--- src/rtl/wb_arbiter_pkg.sv ---
// Shared types for the write-back arbiter slice.
// Entry bundle, source encoding and default widths.
package wb_arbiter_pkg;

  localparam int WB_ROBINDEX = 6;
  localparam int WB_PREG_W   = 6;
  localparam int WB_DEPTH    = 4;

  typedef enum logic {
    SRC_ALU = 1'b0,
    SRC_MEM = 1'b1
  } src_e;

  typedef struct packed {
    logic [WB_ROBINDEX-1:0] rob;
    logic [WB_PREG_W-1:0]   preg;
    logic [31:0]            data;
    logic                   regwrite;
  } wb_entry_t;

endpackage

--- src/rtl/wb_fifo.sv ---
// Per-source result FIFO for the write-back arbiter.
// Pointers carry one extra bit so the count reaches DEPTH.
module wb_fifo
  import wb_arbiter_pkg::*;
#(
  parameter int DEPTH = WB_DEPTH,
  localparam int AW = $clog2(DEPTH),
  localparam int CW = AW + 1
) (
  input  logic          CLK,
  input  logic          RESET,
  input  logic          push_i,
  input  logic          pop_i,
  input  wb_entry_t     wdata_i,
  output wb_entry_t     rdata_o,
  output logic          empty_o,
  output logic [CW-1:0] count_o
);

  localparam logic [CW-1:0] FULLC = CW'(DEPTH);

  wb_entry_t mem_q [DEPTH];

  logic [CW-1:0] wr_q, wr_d;
  logic [CW-1:0] rd_q, rd_d;
  logic          full;
  logic          do_push;
  logic          do_pop;

  assign count_o = wr_q - rd_q;
  assign empty_o = (wr_q == rd_q);
  assign full    = (count_o == FULLC);
  assign do_push = push_i && !full;
  assign do_pop  = pop_i && !empty_o;

  always_comb begin
    wr_d = wr_q + CW'(do_push);
    rd_d = rd_q + CW'(do_pop);
  end

  always_ff @(posedge CLK or negedge RESET) begin
    if (!RESET) begin
      wr_q <= '0;
      rd_q <= '0;
    end else begin
      wr_q <= wr_d;
      rd_q <= rd_d;
    end
  end

  always_ff @(posedge CLK) begin
    if (do_push) mem_q[wr_q[AW-1:0]] <= wdata_i;
  end

  assign rdata_o = mem_q[rd_q[AW-1:0]];

endmodule

--- src/rtl/wb_arbiter.sv ---
// Write-back arbiter: ALU/MEM result FIFOs into one RF write + ROB pulse.
// Define WB_BYPASS_EN for 1-edge latency when both FIFOs are empty.
module wb_arbiter
  import wb_arbiter_pkg::*;
#(
  parameter int DEPTH    = WB_DEPTH,
  parameter int ROBINDEX = WB_ROBINDEX,
  parameter int PREG_W   = WB_PREG_W
) (
  input  logic                CLK,
  input  logic                RESET,
  input  logic                FREEZE,
  input  logic                ALU_valid,
  output logic                ALU_ready,
  input  logic [ROBINDEX-1:0] ALU_rob,
  input  logic [PREG_W-1:0]   ALU_preg,
  input  logic [31:0]         ALU_data,
  input  logic                ALU_regwrite,
  input  logic                MEM_valid,
  output logic                MEM_ready,
  input  logic [ROBINDEX-1:0] MEM_rob,
  input  logic [PREG_W-1:0]   MEM_preg,
  input  logic [31:0]         MEM_data,
  input  logic                MEM_regwrite,
  output logic                write_register_flag,
  output logic [PREG_W-1:0]   write_register_index,
  output logic [31:0]         write_register_data,
  output logic                ROB_complete,
  output logic [ROBINDEX-1:0] ROB_complete_idx
);

  localparam int CW = $clog2(DEPTH) + 1;
  localparam logic [CW-1:0] FULLC = CW'(DEPTH);

  wb_entry_t alu_in, mem_in;
  wb_entry_t alu_head, mem_head;
  wb_entry_t sel;

  logic [CW-1:0] alu_cnt, mem_cnt;
  logic alu_empty, mem_empty;
  logic alu_acc, mem_acc;
  logic gnt_alu, gnt_mem;
  logic byp_alu, byp_mem;
  logic sel_any;

  src_e last_q, last_d;

  logic                   flag_q, flag_d;
  logic                   cmp_q, cmp_d;
  logic [WB_ROBINDEX-1:0] idx_q, idx_d;
  logic [WB_PREG_W-1:0]   preg_q, preg_d;
  logic [31:0]            data_q, data_d;

  assign alu_in = '{
    rob:      WB_ROBINDEX'(ALU_rob),
    preg:     WB_PREG_W'(ALU_preg),
    data:     ALU_data,
    regwrite: ALU_regwrite
  };

  assign mem_in = '{
    rob:      WB_ROBINDEX'(MEM_rob),
    preg:     WB_PREG_W'(MEM_preg),
    data:     MEM_data,
    regwrite: MEM_regwrite
  };

  assign ALU_ready = RESET && !FREEZE && (alu_cnt < FULLC);
  assign MEM_ready = RESET && !FREEZE && (mem_cnt < FULLC);
  assign alu_acc   = ALU_valid && ALU_ready;
  assign mem_acc   = MEM_valid && MEM_ready;

  wb_fifo #(.DEPTH(DEPTH)) u_alu_fifo (
    .CLK     (CLK),
    .RESET   (RESET),
    .push_i  (alu_acc && !byp_alu),
    .pop_i   (gnt_alu),
    .wdata_i (alu_in),
    .rdata_o (alu_head),
    .empty_o (alu_empty),
    .count_o (alu_cnt)
  );

  wb_fifo #(.DEPTH(DEPTH)) u_mem_fifo (
    .CLK     (CLK),
    .RESET   (RESET),
    .push_i  (mem_acc && !byp_mem),
    .pop_i   (gnt_mem),
    .wdata_i (mem_in),
    .rdata_o (mem_head),
    .empty_o (mem_empty),
    .count_o (mem_cnt)
  );

  // Grant the FIFO heads; a frozen cycle grants nothing.
  always_comb begin
    gnt_alu = 1'b0;
    gnt_mem = 1'b0;
    byp_alu = 1'b0;
    byp_mem = 1'b0;
    if (!FREEZE) begin
      if (!alu_empty && !mem_empty) begin
        if (last_q == SRC_MEM) gnt_alu = 1'b1;
        else                   gnt_mem = 1'b1;
      end else if (!alu_empty) begin
        gnt_alu = 1'b1;
      end else if (!mem_empty) begin
        gnt_mem = 1'b1;
      end else begin
`ifdef WB_BYPASS_EN
        if (alu_acc && (!mem_acc || last_q == SRC_MEM)) begin
          byp_alu = 1'b1;
        end else if (mem_acc) begin
          byp_mem = 1'b1;
        end
`endif
      end
    end
  end

  always_comb begin
    sel = alu_in;
    unique case (1'b1)
      gnt_alu: sel = alu_head;
      gnt_mem: sel = mem_head;
      byp_mem: sel = mem_in;
      default: sel = alu_in;
    endcase
  end

  assign sel_any = gnt_alu | gnt_mem | byp_alu | byp_mem;

  always_comb begin
    last_d = last_q;
    flag_d = 1'b0;
    cmp_d  = 1'b0;
    idx_d  = idx_q;
    preg_d = preg_q;
    data_d = data_q;
    if (sel_any) begin
      last_d = (gnt_alu || byp_alu) ? SRC_ALU : SRC_MEM;
      cmp_d  = 1'b1;
      flag_d = sel.regwrite;
      idx_d  = sel.rob;
      preg_d = sel.preg;
      data_d = sel.data;
    end
  end

  always_ff @(posedge CLK or negedge RESET) begin
    if (!RESET) begin
      last_q <= SRC_MEM;
      flag_q <= 1'b0;
      cmp_q  <= 1'b0;
      idx_q  <= '0;
      preg_q <= '0;
      data_q <= '0;
    end else begin
      last_q <= last_d;
      flag_q <= flag_d;
      cmp_q  <= cmp_d;
      idx_q  <= idx_d;
      preg_q <= preg_d;
      data_q <= data_d;
    end
  end

  assign write_register_flag  = flag_q;
  assign write_register_index = PREG_W'(preg_q);
  assign write_register_data  = data_q;
  assign ROB_complete         = cmp_q;
  assign ROB_complete_idx     = ROBINDEX'(idx_q);

endmodule
--- config.mk ---
export PLATFORM = sky130hd
export DESIGN_NAME = wb_arbiter
export DESIGN_NICKNAME = d
export VERILOG_FILES = /design/src/rtl/wb_arbiter_pkg.sv /design/src/rtl/wb_fifo.sv /design/src/rtl/wb_arbiter.sv
export SDC_FILE = /design/constraint.sdc
export NUM_CORES = 1
export LEC_CHECK = 0
export ABC_CLOCK_PERIOD_IN_PS = 6170
export CAP_MARGIN = 10
export CORE_ASPECT_RATIO = 1.4
export CORE_MARGIN = 3
export CORE_UTILIZATION = 28
export CTS_CLUSTER_DIAMETER = 60
export DETAILED_ROUTE_END_ITERATION = 6
export PLACE_DENSITY = 0.44
export REMOVE_ABC_BUFFERS = 1
export SLEW_MARGIN = 0
export SYNTH_ARGS = -nofsm -noshare
export SYNTH_HDL_FRONTEND = slang
export SYNTH_SLANG_ARGS = --single-unit
--- constraint.sdc ---
create_clock -name CLK -period 6.17 [get_ports CLK]
set_input_delay 0.617 -clock CLK [delete_from_list [all_inputs] [get_ports CLK]]
set_output_delay 0.617 -clock CLK [all_outputs]
set_load 0.02 [all_outputs]
==> Word-level counts from Yosys, hierarchy flattened <==
Memory sizes are Yosys's and may differ from the RTL's.
Cells that the tools add are included.
Widths: inputs -> output; s select.
{ "totals": {"wordCells": 57, "memories": 2, "mem_bits_rw": 360, "input_bits": 95, "romBits": 0, "latchBits": 0, "register_bits": 59, "out_inout_bits": 48} }
{ "memory_table": {"columns": ["memory", "words", "width", "read_ports", "rd_ports_with_merged_regs", "write_ports", "line", "rtl"], "rows": [
  ["u_alu_fifo.mem_q", 4, 45, 1, 0, 1, "wb_fifo.sv:22", "wb_entry_t mem_q [DEPTH];"],
  ["u_mem_fifo.mem_q", 4, 45, 1, 0, 1, "wb_fifo.sv:22", null]
]} }
{ "classes": {"add_sub_neg": 6, "reduce_logical": 15, "div_mod_pow": 0, "bitwise_logic": 1, "n_eq_ne": 4, "n_mux": 17, "n_lt_le_gt_ge": 2, "shifts": 0, "mul": 0} }
{ "op_table": {"columns": ["operator", "count"], "rows": [
  ["$pmux 45 s2", 1],
  ["$mux 1", 16],
  ["$add 3x1->3", 4],
  ["$logic_and 1x1->1", 10],
  ["$eq 3x3->1", 2],
  ["$eq 3x3->1 const B", 2],
  ["$lt 3x3->1 const B", 2],
  ["$sub 3x3->3", 2],
  ["$logic_not 1->1", 5],
  ["$or 1x1->1", 1]
]} }

==> Longest topological paths before layout <==
{ "logic_depth": {"ltp_word": 7, "depth_mapped": 11, "mapped_depth_nobuf": 9} }

==> By module <==
Synthesis repeated with hierarchy kept, for this count alone.
{ "hier_totals": {"cells_unflattened": 699, "hier_area_um2": 16005.4} }
{ "modules_own_cells": {"columns": ["module", "cells_each", "seq_area_each_um2", "n_inst", "area_each_um2"], "rows": [
  ["wb_fifo (u_mem_fifo)", 270, 5555.3, 1, 6993.0],
  ["wb_fifo (u_alu_fifo)", 269, 5555.3, 1, 6965.4],
  ["wb_arbiter", 160, 1177.4, 1, 2047.0]
]} }

==> Worst setup path after synthesis <==
No wires, ideal clock.
{ "synth_timing": {"kind": "reg-to-reg", "startpoint": "register u_alu_fifo.rd_q[1]", "endpoint": "memory u_alu_fifo.mem_q[0][0] (netlist bit), enable pin", "required_time_ns": 5.667, "slack_ns": 1.079, "synth_period_minus_slack_ns": 5.091, "t_arrival_ns": 4.588, "path_stages_with_launch": 9, "n_path_buf": 2, "setup_time_ns": 0.503, "path_cell_list": "dfrtp_1 > buf_2 > buf_6 > inv_1 > ha_1 > nor2b_1 > nor3_1 > o211ai_1 > nor3_1"} }
{ "synth_between": {"elab_chain_cells": 7, "elab_cells_between_ends": 9} }
{ "synth_rtl": {"columns": ["element", "line", "rtl"], "rows": [
  ["from (decl)", "wb_fifo.sv:25", "logic [CW-1:0] rd_q, rd_d;"],
  ["from (signal assigned)", "wb_fifo.sv:47", "rd_q <= rd_d;"],
  ["$sub 3x3->3 (*)", "wb_fifo.sv:30", "assign count_o = wr_q - rd_q;"],
  ["$lt 3x3->1", "wb_arbiter.sv:68", "assign ALU_ready = RESET && !FREEZE && (alu_cnt < FULLC);"],
  ["$logic_and 1x1->1", "wb_arbiter.sv:68", null],
  ["$logic_and 1x1->1", "wb_arbiter.sv:70", "assign alu_acc = ALU_valid && ALU_ready;"],
  ["$logic_and 1x1->1 (*)", "wb_fifo.sv:33", "assign do_push = push_i && !full;"],
  ["$mux 1 (*)", "wb_fifo.sv:52", "if (do_push) mem_q[wr_q[AW-1:0]] <= wdata_i;"],
  ["$mux 1 (implied by the code) (*)", "wb_fifo.sv:52", null],
  ["to (decl)", "wb_fifo.sv:22", null]
]} }
Mark *: on every way between the ends. The rest lies on a longest branch, timed or not.

==> Worst setup path after layout <==
{ "layout_timing": {"startpoint": "register u_mem_fifo.rd_q[0]", "endpoint": "output port MEM_ready"} }
{ "layout_between": {"elab_chain_cells": 3} }
{ "layout_rtl": {"columns": ["element", "line", "rtl"], "rows": [
  ["from (decl)", "wb_fifo.sv:25", null],
  ["from (signal assigned)", "wb_fifo.sv:47", null],
  ["$sub 3x3->3", "wb_fifo.sv:30", null],
  ["$lt 3x3->1", "wb_arbiter.sv:69", "assign MEM_ready = RESET && !FREEZE && (mem_cnt < FULLC);"],
  ["$logic_and 1x1->1", "wb_arbiter.sv:69", null],
  ["to (decl)", "wb_arbiter.sv:20", "output logic MEM_ready,"]
]} }
No other way between the ends.

==> impl_summary.log <==
[metrics] result of the run: completed
[metrics] fmax: about 280 MHz
[metrics] Max VDD drop: 237 µV
[metrics] aggregate routed wire length: ~38,000 µm
[metrics] Yosys warning total: 0
[metrics] tightest hold margin: roughly 0.50 ns
[metrics] sinks on the clock net: around 420
[metrics] wire length per cell: 23.6 µm
[metrics] layout net count: roughly 960
[metrics] post-CTS repair timing setup buffer count: 0
[metrics] initial antenna violation count: 1
[metrics] clock slew at the register clock pins of the worst setup and hold paths: approximately 0.07 ns
[metrics] TritonCTS Buffers: 43
[metrics] PortBufs: roughly 140
[metrics] critical-path cell list: ha_1 -> nor2b_1 -> nor3_1 -> o21a_1 -> clkdlybuf4s50_1
[metrics] Final Cycle Share: 0.577
[metrics] maximum clock path buffer count: 3
[metrics] Crit. End Element: output port
[metrics] number of H-tree branching levels: 2
[metrics] first element of the critical path: u_mem_fifo.rd_q[0]$_DFF_PN0_
[metrics] Die H: 287 µm
[metrics] Layout Area Growth over Synthesis: 23.7%
[metrics] Avg Vias per Cell: around 4.6
[metrics] portion of synthesized cell area occupied by the leading cell type: 0.687
[metrics] Switching Fraction: 0.297
[metrics] cell accounting for the most synthesized area: edfxtp_1
[metrics] core region area: 55,500 µm²
[metrics] pin count of the biggest net entering global routing: between 40 and 50
[metrics] DPL Wire Length: around 23,000 µm
[metrics] DIE WIDTH: ~210 µm
[metrics] number of search-and-repair iterations in the first detailed-routing pass: 4
[metrics] kind of cell adding the most delay to the critical path: flip-flops
[metrics] worst hold start: last_q$_DFFE_PN1N_
[metrics] number of global-route vias before repair: between 8,000 and 9,000
[metrics] Cell Rows: approximately 100
[metrics] setup slack, reg-to-reg: 2.88 ns
[metrics] synthesized area: 15,700 µm²
[metrics] fin cells: approximately 1,600
[metrics] Syn Inst Count: slightly below 700
[metrics] maximum net fanout on the critical path: 47
[metrics] unrepaired setup endpoints after global routing: false
[metrics] critical setup path kind: register to output port
[metrics] Buf+Inv Stages, Crit Path: 1
[metrics] Iteration-0 DRC Markers: ~390
[metrics] part of the total power dissipated in sequential elements: 0.422
[metrics] Root Buffer: clkbuf_16
[metrics] startpoint type of the worst setup path: register
[metrics] final design area excluding fillers: 19,500 µm²
[metrics] global-route usage over all layers: 0.130
[metrics] Synth area leaders: edfxtp_1 (69%), mux4_2 (12%), dfrtp_1 (9.2%)
[metrics] post-detailed-placement cell area: between 15,000 and 20,000 µm²
[metrics] global-route wire length before repair: 56,400 µm
[metrics] Period minus WS final: ~3.6 ns
[metrics] commonest non-fill, non-tap cell in the layout: edfxtp_1
[metrics] CTS tree: done
[metrics] leakage component of the power: around 0.0066 µW
[metrics] number of maximum-capacitance constraint violations: 0
[metrics] number of synthesized register bits: 419
[metrics] total congestion overflow: 0
[metrics] share of total power in combinational logic: 0.274
[metrics] worst clock skew on the final layout: a little under 0.02 ns
[metrics] number of cells after detailed placement: ~1,500
[metrics] class of the worst hold path: register to register
[metrics] delay contributed by the slowest stage of the critical path: between 1 and 1.5 ns
[metrics] worst-skew pair later-pin latency: 0.55 ns
[metrics] reg-to-reg startpoint: u_mem_fifo.rd_q[0]$_DFF_PN0_
[metrics] most frequent cells in the layout: edfxtp_1 (360), clkdlybuf4s50_1 (141), mux4_2 (87)
[metrics] Hold-fix buffers, CTS: 1
[metrics] total count of max-transition violations in the final report: 0
[metrics] post-synthesis cell type count: 29
[metrics] Initial Utilization: 0.284
[metrics] routed vias: between 7,000 and 8,000
[metrics] Critical Path Slowest Stage Cell: dfrtp_4
[metrics] required time reported for the critical path endpoint: approximately 5.6 ns
[metrics] Total Negative Setup Slacks: 0 ns
[metrics] Die Area: 59,200 µm²
[metrics] DRC violations left: 0
[metrics] Arr. time, crit path: 2.94 ns
[metrics] sequential share of the synthesized area: 0.780
[metrics] layout cell share with drive strength beyond 1: 0.220
[metrics] worst slew pin tran: 1.00 ns
[metrics] final hold viol count: 0
[metrics] headroom to the max-slew limit: 0.333
[metrics] Clock Power Share: 0.304
[metrics] power density relative to cell area: about 450 nW/µm²
[metrics] Psw: approximately 2600 µW
[metrics] total internal power: 6210 µW
[metrics] average cell area after synthesis: 22.8 µm²
[metrics] final setup violating endpoints: 0
[metrics] remaining antenna violation count: 0
[metrics] Boundary Pins: ~140
[metrics] final weighted congestion in routability-driven placement: roughly 0.67
[metrics] CTS resizes: 0
power groups by stage:
stage	Combinational, µW	Sequential (µW)	Clock, µW
after floorplan	1270	3960	0
after global placement	2480	3810	0
after detailed placement	2510	3810	0
after CTS	2500	3760	2770
after global routing	2620	3790	2880
final	2420	3730	2690
Yosys cell counts:
cell,count
and3_2,5
nor3_1,6
a31o_2,1
and2_2,1
clkbuf_1,15
buf_4,1
xor2_1,4
nor2b_1,3
ha_1,12
o211ai_1,2
a22o_2,1
mux4_2,87
buf_6,12
and3_1,43
mux4_1,3
nand3_1,1
a21boi_2,1
buf_2,9
o21a_1,4
dfstp_2,1
inv_1,8
edfxtp_1,360
nor2_1,2
dfrtp_1,58
nor2_2,1
clkbuf_2,1
xnor2_2,2
a31oi_2,2
a221o_1,44
through the flow:
stage / setup slack [ns] / power (µW) / util
floorplan: -0.0357 / 5240 / -
global placement: 2.78 / 6290 / 0.324
detailed placement: 2.75 / 6320 / 0.324
CTS: 2.45 / 9030 / 0.351
global route: 2.29 / 9290 / 0.351
finish: 2.61 / 8840 / 0.351
kinds of logic (layout without fill, tap and decap cells):
family / after synthesis / in the layout / share of synthesized area
other: 0 / 1 / 0
flip-flops: 419 / 419 / 0.780
XOR/XNOR: 6 / 6 / 0.00429
multiplexers: 90 / 90 / 0.129
AO/OA/AOI/OAI: 55 / 55 / 0.0343
AND/OR/NAND/NOR: 62 / 62 / 0.0242
buffers and inverters: 46 / 246 / 0.0177
adder cells (fa/ha/maj): 12 / 12 / 0.00954
worst reg2reg max path, delay by kind of cell, from the launching register on:
kind	cells	cell delay [ns]
adders and majority gates	1	0.44
DFF	1	1.08
and+or+nand+nor	1	0.34
AOI/OAI and AO/OA	2	0.57
buffers and inverters	2	0.75
flip-flops by register name, summed over array words and instances, names as in the netlist:
register,flops
u_mem_fifo.rd_q,3
u_alu_fifo.wr_q,3
ROB_complete,1
u_alu_fifo.mem_q,180
write_register_index,6
u_mem_fifo.wr_q,3
write_register_data,32
u_mem_fifo.mem_q,180
ROB_complete_idx,6
u_alu_fifo.rd_q,3
last_q,1
write_register_flag,1
cell type report:
type                       instances  area [µm²]
multi-input combinational        225        3240
antenna                            1        2.50
tap                              728         911
sequential                       419       12300
inverter                           8        30.0
clock buffer                      59        1210
clock inverter                    21         255
timing repair buffer             158        1540
fill                            5152       36000
path summary, 6_finish.rpt:
path | endpoint | depth (start not counted)
hold / removal | last_q$_DFFE_PN1N_ | 2
max in group asynchronous | u_alu_fifo.rd_q[0]$_DFF_PN0_ | 3
min in group asynchronous | ROB_complete$_DFF_PN0_ | 2
setup / recovery | MEM_ready | 5
setup reg to reg | ROB_complete_idx[2]$_DFFE_PN0N_ | 6
hold reg to reg | last_q$_DFFE_PN1N_ | 2
layer usage:
metal / vias to the layer above / routed length [µm] / global-route usage
li1: 3267 / - / -
met1: 4008 / 16100 / 0.167
met2: 172 / 19800 / 0.225
met3: 57 / 1340 / 0.0185
met4: 0 / 999 / 0.0414
met5: - / 0 / 0
Power figures use the tool's default switching activity.
==> RTL edit (same settings) <==
Set the package constant `WB_ROBINDEX` to 7 (it was 6).
--- a/src/rtl/wb_arbiter_pkg.sv
+++ b/src/rtl/wb_arbiter_pkg.sv
@@ -2,7 +2,7 @@
 // Entry bundle, source encoding and default widths.
 package wb_arbiter_pkg;
 
-  localparam int WB_ROBINDEX = 6;
+  localparam int WB_ROBINDEX = 7;
   localparam int WB_PREG_W   = 6;
   localparam int WB_DEPTH    = 4;
 
Interface: changed (resized ALU_rob, MEM_rob and ROB_complete_idx); port bits go from 143 to 146. No check against the original RTL was run, so the function may have changed too.
==> RTL edit against the unedited design <==
  * Largest cell class unchanged
  * Synthesized area grew 1.8%
  * Clock power grew 2%
  * Highest routed layer is now met5
  * Sequential share of layout area grew 0.29 points
  * Sequential cell count rose by 9
  * Synthesized cell count rose by 2.0%
  * Total power rose by 1.7%
  * Setup slack worse by 0.19 ns
  * Final area up 1.7%
  * Sequential power increased by 4%
  * Critical path depth increased by 1
  * Worst hold slack worse by 0.48 ns
  * Die area grew 1.7%
  * Wire length rose by 2.7%
==> RTL edit: results <==
{
  "vias": 7518,
  "fin_skew_ns": 0.0155,
  "synth_xor_xnor_area_share": 0.00328,
  "hpwl_um": 23300,
  "synth_area_leaders": "edfxtp_1 69%, mux4_2 13%, dfrtp_1 9.2%",
  "dr_wl_met2_um": 20700,
  "synth-adder-area-share": 0.00937,
  "synthMuxAreaShare": 0.129,
  "yosysSeqAreaShare": 0.783,
  "cp.arrival_ns": 3.13,
  "grt_pass1_vias": 8439,
  "met1_length_um": 16300,
  "r2r_slack_ns": 2.81,
  "syn_avg_cell_area_sq_um": 22.8,
  "wire_per_inst_um": 24.0,
  "synth_edf_count": 368,
  "hold_path_class": "in2async",
  "top_layer": "met5",
  "cp_max_fo": 48,
  "grt_util_met1": 0.165,
  "synth-compound-area-share": 0.0343,
  "dpl_cell_area_sq_um": 18300,
  "drtIter0Drc": 409,
  "status": "finished, final reports clean",
  "place_ws_ns": 2.72,
  "pg_comb_mw": 2.36,
  "stdcell_count": 1637,
  "ir_drop_mv": 0.213
}
[RTL edit: cell types whose count changed after synthesis, moves of 2 or more]
| cell | delta |
|---|---|
| mux4_2 | +5 |
| buf_6 | -7 |
| and3_1 | +7 |
| xnor2_2 | -2 |
| and3_2 | -5 |
| buf_8 | +4 |
| a31oi_1 | +2 |
| edfxtp_1 | +8 |
| mux4_1 | -3 |
| a31oi_2 | -2 |
| clkbuf_1 | +3 |
| xnor2_1 | +2 |
[RTL edit: area by class of cell]
cell class	instances	area (sq um)
Fill cell	5224	36800
Sequential cell	428	12600
Multi-Input combinational cell	229	3260
Timing Repair Buffer	157	1540
Clock buffer	61	1260
Tap cell	735	920
Clock inverter	18	245
Inverter	8	30.0
Antenna cell	1	2.50
[RTL edit: worst max-delay path, cell delays in order, from the launching register on]
cell and delay [ns]:
dfrtp_4 0.99, inv_1 0.11, ha_1 0.37, nor2b_1 0.16
nor3_1 0.19, o21a_1 0.17, clkdlybuf4s50_1 0.60
